File: config.mk
export PLATFORM = sky130hd
export DESIGN_NAME = ddc_iq_fifo_flat
export DESIGN_NICKNAME = d
export VERILOG_FILES = /design/src/rtl/ddc_iq_fifo_if.sv /design/src/rtl/ddc_iq_fifo.sv /design/src/flat_wrapper.sv
export SDC_FILE = /design/constraint.sdc
export NUM_CORES = 1
export LEC_CHECK = 0
export CORE_ASPECT_RATIO = 2
export CORE_MARGIN = 5
export CORE_UTILIZATION = 35
export CTS_BUF_LIST = sky130_fd_sc_hd__clkbuf_16
export DETAILED_ROUTE_END_ITERATION = 7
export PLACE_DENSITY = 0.62
export SYNTH_ARGS = -nofsm -noshare
export SYNTH_HDL_FRONTEND = slang
export SYNTH_SLANG_ARGS = --single-unit
File: constraint.sdc
create_clock -name i_clock -period 4.8 [get_ports i_clock]
set_clock_uncertainty 0.15 [all_clocks]
set_input_delay 0.48 -clock i_clock [delete_from_list [all_inputs] [get_ports i_clock]]
set_output_delay 0.48 -clock i_clock [all_outputs]
set_load 0.01 [all_outputs]
File: src/rtl/ddc_iq_fifo_if.sv
// I/Q stream bus between the halfband cascade output, the FWFT FIFO and its consumer.
// The master drives samples, clear and ready; the slave (the FIFO) returns head data and status.
interface ddc_iq_fifo_if #(
  parameter int WIDTH = 16,
  parameter int DEPTH = 16
);
  localparam int LW = $clog2(DEPTH) + 1;

  logic [WIDTH-1:0]   i_inph_data;
  logic [WIDTH-1:0]   i_quad_data;
  logic               i_valid;
  logic               i_clear;
  logic               i_ready;
  logic [2*WIDTH-1:0] o_data;
  logic               o_valid;
  logic [LW-1:0]      o_level;
  logic               o_overflow;
  logic [15:0]        o_drop_count;

  modport master (
    output i_inph_data, i_quad_data, i_valid, i_clear, i_ready,
    input  o_data, o_valid, o_level, o_overflow, o_drop_count
  );

  modport slave (
    input  i_inph_data, i_quad_data, i_valid, i_clear, i_ready,
    output o_data, o_valid, o_level, o_overflow, o_drop_count
  );
endinterface

File: src/rtl/ddc_iq_fifo.sv
// First-word-fall-through FIFO for packed I/Q pairs with overflow tracking.
// The source cannot be stalled, so pairs arriving while full (and not popping) are dropped and counted.
module ddc_iq_fifo #(
  parameter int WIDTH = 16,
  parameter int DEPTH = 16
) (
  input  logic            i_clock,
  input  logic            i_reset,
  ddc_iq_fifo_if.slave    bus
);
  localparam int PW = $clog2(DEPTH);
  localparam int LW = PW + 1;
  localparam logic [LW-1:0] FULL_LEVEL = LW'(DEPTH);

  logic [2*WIDTH-1:0] mem [DEPTH];

  logic [PW-1:0] wr_ptr_q, wr_ptr_d;
  logic [PW-1:0] rd_ptr_q, rd_ptr_d;
  logic [LW-1:0] level_q, level_d;
  logic          overflow_q, overflow_d;
  logic [15:0]   drop_count_q, drop_count_d;

  logic full;
  logic pop;
  logic push;
  logic drop;

  always_comb begin
    full = (level_q == FULL_LEVEL);
    pop  = (level_q != '0) && bus.i_ready;
    push = bus.i_valid && (!full || pop);
    drop = bus.i_valid && full && !pop;
  end

  always_comb begin
    wr_ptr_d     = wr_ptr_q;
    rd_ptr_d     = rd_ptr_q;
    level_d      = level_q;
    overflow_d   = overflow_q;
    drop_count_d = drop_count_q;
    // Clear wins over any push/pop in the same cycle; the incoming pair is not counted.
    if (bus.i_clear) begin
      wr_ptr_d     = '0;
      rd_ptr_d     = '0;
      level_d      = '0;
      overflow_d   = 1'b0;
      drop_count_d = '0;
    end else begin
      if (push) wr_ptr_d = wr_ptr_q + PW'(1);
      if (pop)  rd_ptr_d = rd_ptr_q + PW'(1);
      if (push && !pop)      level_d = level_q + LW'(1);
      else if (pop && !push) level_d = level_q - LW'(1);
      if (drop) begin
        overflow_d = 1'b1;
        if (drop_count_q != 16'hFFFF) drop_count_d = drop_count_q + 16'd1;
      end
    end
  end

  always_ff @(posedge i_clock or negedge i_reset) begin
    if (!i_reset) begin
      wr_ptr_q     <= '0;
      rd_ptr_q     <= '0;
      level_q      <= '0;
      overflow_q   <= 1'b0;
      drop_count_q <= '0;
    end else begin
      wr_ptr_q     <= wr_ptr_d;
      rd_ptr_q     <= rd_ptr_d;
      level_q      <= level_d;
      overflow_q   <= overflow_d;
      drop_count_q <= drop_count_d;
    end
  end

  // Storage is deliberately unreset; o_valid gates every read of an unwritten slot.
  always_ff @(posedge i_clock) begin
    if (push && !bus.i_clear) mem[wr_ptr_q] <= {bus.i_quad_data, bus.i_inph_data};
  end

  assign bus.o_data       = mem[rd_ptr_q];
  assign bus.o_valid      = (level_q != '0);
  assign bus.o_level      = level_q;
  assign bus.o_overflow   = overflow_q;
  assign bus.o_drop_count = drop_count_q;
endmodule

File: src/flat_wrapper.sv
// flat-port wrapper written by rule: the top's interface ports become plain ports
module ddc_iq_fifo_flat 
#(
  parameter int WIDTH = 16,
  parameter int DEPTH = 16
)
  (i_clock, i_reset, bus_i_inph_data, bus_i_quad_data, bus_i_valid, bus_i_clear, bus_i_ready, bus_o_data, bus_o_valid, bus_o_level, bus_o_overflow, bus_o_drop_count);
  ddc_iq_fifo_if #(.WIDTH(WIDTH), .DEPTH(DEPTH)) bus_i ();
  input  logic i_clock;
  input  logic i_reset;
  input wire logic [$bits(bus_i.i_inph_data)-1:0] bus_i_inph_data;
  input wire logic [$bits(bus_i.i_quad_data)-1:0] bus_i_quad_data;
  input wire logic [$bits(bus_i.i_valid)-1:0] bus_i_valid;
  input wire logic [$bits(bus_i.i_clear)-1:0] bus_i_clear;
  input wire logic [$bits(bus_i.i_ready)-1:0] bus_i_ready;
  output wire logic [$bits(bus_i.o_data)-1:0] bus_o_data;
  output wire logic [$bits(bus_i.o_valid)-1:0] bus_o_valid;
  output wire logic [$bits(bus_i.o_level)-1:0] bus_o_level;
  output wire logic [$bits(bus_i.o_overflow)-1:0] bus_o_overflow;
  output wire logic [$bits(bus_i.o_drop_count)-1:0] bus_o_drop_count;
  assign bus_i.i_inph_data = bus_i_inph_data;
  assign bus_i.i_quad_data = bus_i_quad_data;
  assign bus_i.i_valid = bus_i_valid;
  assign bus_i.i_clear = bus_i_clear;
  assign bus_i.i_ready = bus_i_ready;
  assign bus_o_data = bus_i.o_data;
  assign bus_o_valid = bus_i.o_valid;
  assign bus_o_level = bus_i.o_level;
  assign bus_o_overflow = bus_i.o_overflow;
  assign bus_o_drop_count = bus_i.o_drop_count;
  ddc_iq_fifo #(.WIDTH(WIDTH), .DEPTH(DEPTH)) u_core (.i_clock(i_clock), .i_reset(i_reset), .bus(bus_i));
endmodule
# [Word level (Yosys, flattened, before mapping)]
# Memories as Yosys holds them, arrays and structs flattened.
# Index checks and enable logic that the tools add are counted.
[totals] ff_bits=30 mem_bits_rw=512 inputBits=37 output_inout_bits=55 elab_cells=46 mem_count=1
[classes] n_addsub=5 n_eq_ne=2 n_mux=14 reduce_logical=19
[memory_table] memory="u_core.mem" depth=16 word_bits=32 rd=1 rd_ports_with_merged_regs=0 write_ports=1 line="ddc_iq_fifo.sv:15" source="logic [2*WIDTH-1:0] mem [DEPTH];"
[op_table] cell="2-to-1 mux 16 bit" n=3
[op_table] cell="adder 16 x 1 -> 16 bit (second input constant)" n=1
[op_table] cell="2-to-1 mux 4 bit" n=4
[op_table] cell="inequality test 16 bit (second input constant)" n=1
[op_table] cell="2-to-1 mux 5 bit" n=3
[op_table] cell="adder 4 x 1 -> 4 bit (second input constant)" n=2
[op_table] cell="nonzero test 2 bit" n=4
[op_table] cell="logical AND 1 bit" n=7
[op_table] cell="adder 5 x 1 -> 5 bit (second input constant)" n=1
[op_table] cell="equality test 5 bit (second input constant)" n=1
[op_table] cell="nonzero test 5 bit" n=1
[op_table] cell="subtractor 5 x 1 -> 5 bit (second input constant)" n=1
[op_table] cell="zero test 1 bit" n=4
[op_table] cell="2-to-1 mux 1 bit" n=4
[op_table] cell="nonzero test 3 bit" n=1
[op_table] cell="AND reduction 2 bit" n=1
[op_table] cell="logical OR 1 bit" n=1

# [Longest topological paths before layout]
# Gate-level depths: netlist (run 1).
[logic_depth] word_depth=9 ltp_mapped=10 depth_no_buf=9

# [Worst setup path before layout (run 1)]
# OpenSTA, ideal clock, no wires.
[synth_timing] path_type="input-to-reg" start="input port bus_i_valid" end="memory u_core.mem[4][0] (netlist bit), enable pin" setup_time_ns=0.461 arrival_time_ns=3.498 required_time_ns=4.189 setup_slack_ns=0.691 path_stages=5 n_path_buf=2 path_cell_list="clkbuf_1 o31a_2 clkbuf_1 nand3_1 nor3_1"
[synth_via] elab_chain_len=4
[synth_rtl] element="from (decl)" line="flat_wrapper.sv:13" source="input wire logic [$bits(bus_i.i_valid)-1:0] bus_i_valid;"
[synth_rtl] element="logical AND 1 bit" line="ddc_iq_fifo.sv:31" source="push = bus.i_valid && (!full || pop);"
[synth_rtl] element="logical AND 1 bit" line="ddc_iq_fifo.sv:78" source="if (push && !bus.i_clear) mem[wr_ptr_q] <= {bus.i_quad_data, bus.i_inph_data};"
[synth_rtl] element="2-to-1 mux 1 bit" line="ddc_iq_fifo.sv:78"
[synth_rtl] element="2-to-1 mux 1 bit (implied by the code)" line="ddc_iq_fifo.sv:78"
[synth_rtl] element="to (decl)" line="ddc_iq_fifo.sv:15"
# Every way passes these cells.

# [Final worst setup path (run 1)]
[layout_timing] start="register u_core.rd_ptr_q[0]" end="output port bus_o_data[19]"
[layout_via] elab_chain_len=1
[layout_rtl] element="from (decl)" line="ddc_iq_fifo.sv:18" source="logic [PW-1:0] rd_ptr_q, rd_ptr_d;"
[layout_rtl] element="from (signal assigned)" line="ddc_iq_fifo.sv:69" source="rd_ptr_q <= rd_ptr_d;"
[layout_rtl] element="memory (16 x 32 bit)"
[layout_rtl] element="to (decl)" line="flat_wrapper.sv:16" source="output wire logic [$bits(bus_i.o_data)-1:0] bus_o_data;"
# Every way passes these cells.

==> results of run 1 <==
## power breakdown
group | switching, mW | total [mW] | internal (mW) | leakage, nW
clock | 1.68 | 3.74 | 2.06 | 0.752
combinational | 0.805 | 1.90 | 1.10 | 1.81
sequential | 0.129 | 5.37 | 5.24 | 5.02
## final timing paths
path	from	to	slack, ns	depth (start not counted)
setup / recovery	u_core.rd_ptr_q[0]	bus_o_data[19]	0.78	4
hold / removal	i_reset	u_core.bus.o_drop_count[0]	0.17	2
hold reg to reg	u_core.bus.o_overflow	u_core.bus.o_overflow	0.38	2
max in group asynchronous	i_reset	u_core.rd_ptr_q[1]	3.98	2
setup reg to reg	u_core.bus.o_level[1]	u_core.bus.o_level[4]	1.68	9
min in group i_clock	u_core.bus.o_overflow	u_core.bus.o_overflow	0.38	2
## per-layer routing
metal,wire length (um),share of wire
met1,17560,0.38
met2,24910,0.55
met3,2189,0.048
met4,967,0.021
met5,61,0.0013
## registers in the layout, indices dropped and copies added, names as in the netlist
register                 count
u_core.mem                 512
u_core.bus.o_drop_count     16
u_core.bus.o_level           5
u_core.rd_ptr_q              4
u_core.wr_ptr_q              4
u_core.bus.o_overflow        1
## cells by family (layout without fill, tap and decap cells)
family | Yosys count | after routing | share of synthesized area
flip-flops | 542 | 542 | 0.7658
multiplexers | 167 | 167 | 0.1747
AND/OR/NAND/NOR | 104 | 104 | 0.02484
buffers and inverters | 50 | 211 | 0.009804
AO/OA/AOI/OAI | 29 | 29 | 0.01046
XOR/XNOR | 18 | 18 | 0.007487
adder cells (fa/ha/maj) | 11 | 11 | 0.006893
other | 0 | 2 | 0
## synth_stat cells, types with 2 or more instances
| master | number |
|---|---|
| sky130_fd_sc_hd__nand2_1 | 16 |
| sky130_fd_sc_hd__a21oi_1 | 8 |
| sky130_fd_sc_hd__nand3b_1 | 6 |
| sky130_fd_sc_hd__nor4_1 | 3 |
| sky130_fd_sc_hd__mux4_2 | 160 |
| sky130_fd_sc_hd__o2111ai_1 | 3 |
| sky130_fd_sc_hd__nand2b_1 | 6 |
| sky130_fd_sc_hd__buf_2 | 9 |
| sky130_fd_sc_hd__inv_1 | 4 |
| sky130_fd_sc_hd__nor3_1 | 6 |
| sky130_fd_sc_hd__nand4_1 | 2 |
| sky130_fd_sc_hd__buf_1 | 7 |
| sky130_fd_sc_hd__mux2_2 | 4 |
| sky130_fd_sc_hd__clkbuf_1 | 29 |
| sky130_fd_sc_hd__dfrtp_1 | 30 |
| sky130_fd_sc_hd__nor2b_1 | 2 |
| sky130_fd_sc_hd__o211ai_1 | 4 |
| sky130_fd_sc_hd__mux2i_1 | 3 |
| sky130_fd_sc_hd__edfxtp_1 | 512 |
| sky130_fd_sc_hd__ha_1 | 10 |
| sky130_fd_sc_hd__a31o_2 | 2 |
| sky130_fd_sc_hd__xnor2_1 | 7 |
| sky130_fd_sc_hd__or3b_2 | 2 |
| sky130_fd_sc_hd__nor2_1 | 39 |
| sky130_fd_sc_hd__o21ai_0 | 2 |
| sky130_fd_sc_hd__nand3_1 | 9 |
| sky130_fd_sc_hd__xor2_1 | 11 |
| sky130_fd_sc_hd__and3_1 | 5 |
## critical path: stages (launching register included)
cell and delay [ns]:
sky130_fd_sc_hd__dfrtp_4 0.81, sky130_fd_sc_hd__buf_12 0.37, sky130_fd_sc_hd__mux4_2 0.56, sky130_fd_sc_hd__mux4_2 0.53
sky130_fd_sc_hd__clkdlybuf4s50_1 0.51
## final cells by class
type,instances,area [um^2]
antenna,2,5.005
clock buffer,45,1126
clock inverter,38,384.1
fill,5245,35030
inverter,4,15.01
multi-input combinational,329,4835
sequential,542,16140
tap,774,968.4
timing repair buffer,124,1246
## per-stage QoR
step                cell area (um^2)  power (mW)    util  worst slack (ns)
floorplan                      21060       6.745       -            0.6914
global placement               23200       7.418  0.3883             1.290
detailed placement             23200       7.431  0.3883             1.279
CTS                            24710       11.17  0.4136            0.6549
global route                   24710       11.49  0.4136            0.5709
finish                         24720       11.01  0.4137            0.7816
==> flow_metrics.env, run 1 <==
export IMPL_floorplan_die_area_um2=65460
export IMPL_worst_ep_required_time_ns=4.17
export IMPL_floorplan_rows=127
export IMPL_synth_ff_latch_count=542
export IMPL_cts_hold_bufs=0
export IMPL_power_density_cell_area_nw_per_um2=445.6
export IMPL_worst_setup_hold_path_clk_slew_ns=0.07
export IMPL_floorplan_core_area_um2=59750
export IMPL_maxSlewViolCount=0
export IMPL_final_hold_worst_slack_ns=0.1723
export IMPL_synth_ff_type="sky130_fd_sc_hd__edfxtp_1"
export IMPL_post_route_period_util=0.8372
export IMPL_route_vias_total=9518
export IMPL_clk_insertion_delay_late_ns=0.57
export IMPL_clock_tree_from_tritoncts="done"
export IMPL_placedCellCount=1773
export IMPL_largest_net_degree_at_the_start_of_global_routing=65
export IMPL_via_count_of_the_first_global_routing_pass=10470
export IMPL_final_period_demand_of_the_worst_path_ns=4.018
export IMPL_clkSinkCount=542
export IMPL_worst_setup_path_type="register to output port"
export IMPL_avgSynthCellArea_um2=22.86
export IMPL_timing_critical_path_fanout_max=41
export IMPL_pin_count=92
export IMPL_worst_hold_path_type="primary input to asynchronous set/reset pin"
export IMPL_floorplan_initialDensity=0.3524
export IMPL_grt_util_all_layers=0.1413
export IMPL_syn_instance_count=921
export IMPL_setup_viol=0
export IMPL_outcome="completed"
export IMPL_syn2layout_area_growth_pct=17.37
export IMPL_mostFrequentLayoutCell="sky130_fd_sc_hd__edfxtp_1"
export IMPL_critical_path_startpoint_type="register"
export IMPL_vias_per_cell=5.123
export IMPL_vdd_ir_drop_max_v=0.0002625
export IMPL_ant_nets=0
export IMPL_grtUsageMet1=0.1733
export IMPL_fp_dieW_um=183.4
export IMPL_wire_per_inst_um=24.59
export IMPL_grt_antenna_before_repair=6
export IMPL_grt_pass1_wl_um=68520
export IMPL_clockBufferDepth=3
export IMPL_tightestPinTransition_ns=1.058
export IMPL_gr_util_met2=0.2552
export IMPL_layout_cells_most_common_list="sky130_fd_sc_hd__edfxtp_1 (512), sky130_fd_sc_hd__mux4_2 (160), sky130_fd_sc_hd__clkdlybuf4s50_1 (91), sky130_fd_sc_hd__clkbuf_16 (45), sky130_fd_sc_hd__nor2_1 (27)"
export IMPL_grt_overflow_total=0
export IMPL_ys_types=48
export IMPL_yosys_area_top_type_share=0.7302
export IMPL_leakage_power_nw=7.581
export IMPL_fmaxAchievable_mhz=248.9
export IMPL_hold_violations=0
export IMPL_cts_inserted_buffers=45
export IMPL_post_cts_repair_setup_buffers=0
export IMPL_numPortBuffers=91
export IMPL_globalplace_congestion=0.7902
export IMPL_drt_initial_drc_count=618
export IMPL_dpl_hpwl_um=25770
export IMPL_drt_pre_antenna_iters=5
export IMPL_grt_setup_unrepaired="no"
export IMPL_grt_met3_usage=0.02544
export IMPL_fin_tns_setup_ns=0
export IMPL_globalRoute_busiestLayer="met2"
export IMPL_synth_seq_area_share=0.7658
export IMPL_root_buffer="sky130_fd_sc_hd__clkbuf_16"
export IMPL_post_route_drc_count=0
export IMPL_synth_warning_count=0
export IMPL_netlist_top_cells_area="sky130_fd_sc_hd__edfxtp_1 (73%), sky130_fd_sc_hd__mux4_2 (17%), sky130_fd_sc_hd__dfrtp_1 (3.6%)"
export IMPL_deepest_level_of_the_cts_h_tree=2
export IMPL_chipHeight_um=356.9
export IMPL_drive_gt1_frac=0.2736
export IMPL_timing_max_slew_rel_slack=0.2943
export IMPL_finalNetCount=1094
export IMPL_timing_max_cap_violations=0
export IMPL_endpoint_kind="output port"
export IMPL_ctsResizeCount=0
export IMPL_synthesis_nets=969
export IMPL_synth_largest_area_cell="sky130_fd_sc_hd__edfxtp_1"
export IMPL_ys_async_sr_fraction=0.05535
export IMPL_syn_cell_area_um2=21060
export IMPL_worstPathArrival_ns=3.39
export IMPL_synth_enable_flop_cells=512
export IMPL_routed_wirelength_um=45690
export IMPL_post_layout_nonfiller_instances=1858
Note: power is estimated with default switching activity, not from simulation.
==> inputs of run 2 (changes only) <==
PLACE_DENSITY = 0.64   (was 0.62)
clock period = 3.5 ns   (was 4.8 ns; I/O delays follow)
==> flow_metrics.env, run 2 (synthesis gave the netlist of run 1 again) <==
export IMPL_outcome="completed"
export IMPL_fillerInstances=5193
export IMPL_timing_max_slew_rel_slack=0.3847
export IMPL_worst_r2r_cell_count=9
export IMPL_worst_ep_required_time_ns=3.00
export IMPL_maxSlewViolCount=0
export IMPL_floorplan_rows=127
export IMPL_regToRegStartpoint="u_core.bus.o_level[0]"
export IMPL_largest_reg_flops=512
export IMPL_leakage_power_nw=7.784
export IMPL_setup_viol=0
export IMPL_register_area_um2=16140
export IMPL_floorplan_initialDensity=0.3524
export IMPL_fmaxAchievable_mhz=292.8
export IMPL_tightestPinTransition_ns=0.9201
export IMPL_largest_net_degree_at_the_start_of_global_routing=38
export IMPL_fin_tns_setup_ns=0
export IMPL_final_hold_worst_slack_ns=0.1474
export IMPL_grt_pass1_wl_um=72200
export IMPL_timing_critical_path_max_delay_family="multiplexers"
export IMPL_critPathMostFrequentCell="sky130_fd_sc_hd__mux4_2"
export IMPL_deepest_level_of_the_cts_h_tree=2
export IMPL_pin_count=92
export IMPL_drt_pre_antenna_iters=4
export IMPL_hold_violations=0
export IMPL_clkSinkCount=542
export IMPL_finalNetCount=1103
export IMPL_routed_wirelength_um=47820
export IMPL_place_ws_ns=0.3764
export IMPL_grt_overflow_total=0
export IMPL_layout_setup_ws_ns=0.08509
export IMPL_floorplan_die_area_um2=65460
export IMPL_drt_initial_drc_count=690
export IMPL_floorplan_core_area_um2=59750
export IMPL_final_period_demand_of_the_worst_path_ns=3.415
export IMPL_fp_dieW_um=183.4
export IMPL_syn2layout_area_growth_pct=19.47
export IMPL_cts_hold_bufs=0
export IMPL_worst_setup_hold_path_clk_slew_ns=0.07
export IMPL_fin_total_pwr_mw=15.47
export IMPL_vias_per_cell=5.273
export IMPL_numPortBuffers=91
export IMPL_chipHeight_um=356.9
export IMPL_post_route_drc_count=0
export IMPL_vdd_ir_drop_max_v=0.0004353
export IMPL_worstPathArrival_ns=2.91
export IMPL_combined_area_of_the_multi_input_logic_cells_um2=4860
export IMPL_grt_setup_unrepaired="no"
export IMPL_root_buffer="sky130_fd_sc_hd__clkbuf_16"
export IMPL_globalplace_congestion=0.8412
export IMPL_grt_util_all_layers=0.1478
export IMPL_power_density_cell_area_nw_per_um2=615.0
export IMPL_critPathSlowestCell="sky130_fd_sc_hd__mux4_2"
export IMPL_route_vias_total=9823
export IMPL_clockBufferDepth=3
export IMPL_path_buf_inv=3
export IMPL_timing_critical_path_fanout_max=20
export IMPL_worst_hold_path_type="primary input to asynchronous set/reset pin"
export IMPL_ant_nets=0
export IMPL_critical_path_startpoint_type="register"
export IMPL_endpoint_kind="output port"
export IMPL_crit_chain="buf_12 -> buf_16 -> mux4_2 -> mux4_2 -> clkdlybuf4s50_1"
export IMPL_reg2reg_slack_ns=0.36
export IMPL_max_stage_delay_ns=0.54
export IMPL_mostFrequentLayoutCell="sky130_fd_sc_hd__edfxtp_1"
export IMPL_layout_cells_most_common_list="sky130_fd_sc_hd__edfxtp_1 (512), sky130_fd_sc_hd__mux4_2 (160), sky130_fd_sc_hd__clkdlybuf4s50_1 (65), sky130_fd_sc_hd__clkbuf_16 (46), sky130_fd_sc_hd__nor2_1 (27)"
export IMPL_post_route_period_util=0.9757
export IMPL_worst_setup_path_type="register to output port"
export IMPL_timing_max_cap_violations=0
export IMPL_wire_per_inst_um=25.67
export IMPL_via_count_of_the_first_global_routing_pass=10790
export IMPL_largest_register="u_core.mem"
export IMPL_grt_antenna_before_repair=2
export IMPL_drive_gt1_frac=0.2824
export IMPL_dpl_hpwl_um=26880
export IMPL_clk_insertion_delay_late_ns=0.56
export IMPL_clock_tree_from_tritoncts="done"
export IMPL_cts_inserted_buffers=44
export IMPL_worst_r2r_endpoint="u_core.bus.o_level[4]"
## run 2: cell count changes in the layout (fill, tap and decap cells not counted), moves of 4 or more
cell                              previous run  this run
sky130_fd_sc_hd__buf_12                      7        26
sky130_fd_sc_hd__buf_4                      26        12
sky130_fd_sc_hd__clkdlybuf4s50_1            91        65
sky130_fd_sc_hd__clkinvlp_4                  5        10
sky130_fd_sc_hd__dlygate4sd2_1               0        18
sky130_fd_sc_hd__dlymetal6s2s_1              0         8
sky130_fd_sc_hd__inv_1                      11         7
sky130_fd_sc_hd__nor3_2                      4         0
sky130_fd_sc_hd__nor3_4                      0         4
## run 2: power by group
part           switching [mW]  leakage (nW)  internal (mW)
registers               0.102          5.02           7.19
clock network            2.31         0.727           2.93
logic                    1.28          2.04           1.66
total                    3.69          7.78           11.8
## run 2: stage by stage
| stage | util | instance area (um^2) | cells |
|---|---|---|---|
| floorplan | - | 21080 | 921 |
| global placement | 0.3930 | 23480 | 1779 |
| detailed placement | 0.3930 | 23480 | 1779 |
| CTS | 0.4205 | 25130 | 1861 |
| global route | 0.4210 | 25150 | 1861 |
| finish | 0.4211 | 25160 | 1863 |
## run 2: worst max path at each step
stage,from,end,slack [ns],cells past startpoint
after floorplan,u_core.bus.o_level[0],u_core.mem[10][0],0.29,6
after global placement,u_core.bus.o_level[0],u_core.bus.o_level[4],0.46,9
after detailed placement,u_core.bus.o_level[0],u_core.bus.o_level[4],0.38,9
after CTS,u_core.rd_ptr_q[0],bus_o_data[13],0.009,5
after global routing,u_core.rd_ptr_q[0],bus_o_data[20],0.001,5
final,u_core.rd_ptr_q[0],bus_o_data[20],0.09,5
## run 2: worst register-to-register path: cells and delay by family (launching register included)
kind | cells | cell delay (ns)
flip-flops | 1 | 0.48
AND/OR/NAND/NOR | 3 | 0.81
multiplexers | 1 | 0.24
AO/OA/AOI/OAI | 4 | 0.91
adder cells (fa/ha/maj) | 1 | 0.49
## run 2: layout make-up
cell class              count  share of cell area
well taps                 774             0.03850
multi-input cells         329              0.1932
diodes                      2           0.0001989
flip-flops and latches    542              0.6414
clock inverters            32             0.01482
inverters                   4           0.0005968
repair buffers            134             0.06555
clock buffers              46             0.04576
## run 2: layer usage
| metal | part of all wire | track usage | up-vias |
|---|---|---|---|
| li1 | - | - | 4151 |
| met1 | 0.38 | 0.1802 | 5328 |
| met2 | 0.54 | 0.2680 | 275 |
| met3 | 0.048 | 0.02523 | 67 |
| met4 | 0.026 | 0.04369 | 2 |
| met5 | 0.00042 | 0 | - |
## run 2: what timing repair did
item / 4_1_cts / 5_1_grt
gates resized for setup: 28 / 9
hold endpoints to repair: 0 / 0
cloned: 2 / 0
endpoints found under the setup margin: 31 / 10
buffers inserted: 2 / 0
==> inputs of run 3 (changes only) <==
CAP_MARGIN = 15   (was not set)
HOLD_SLACK_MARGIN = 0.1   (was not set)
==> results of run 3 <==
No change in the layout: final DEF, timing and power equal those of run 2.
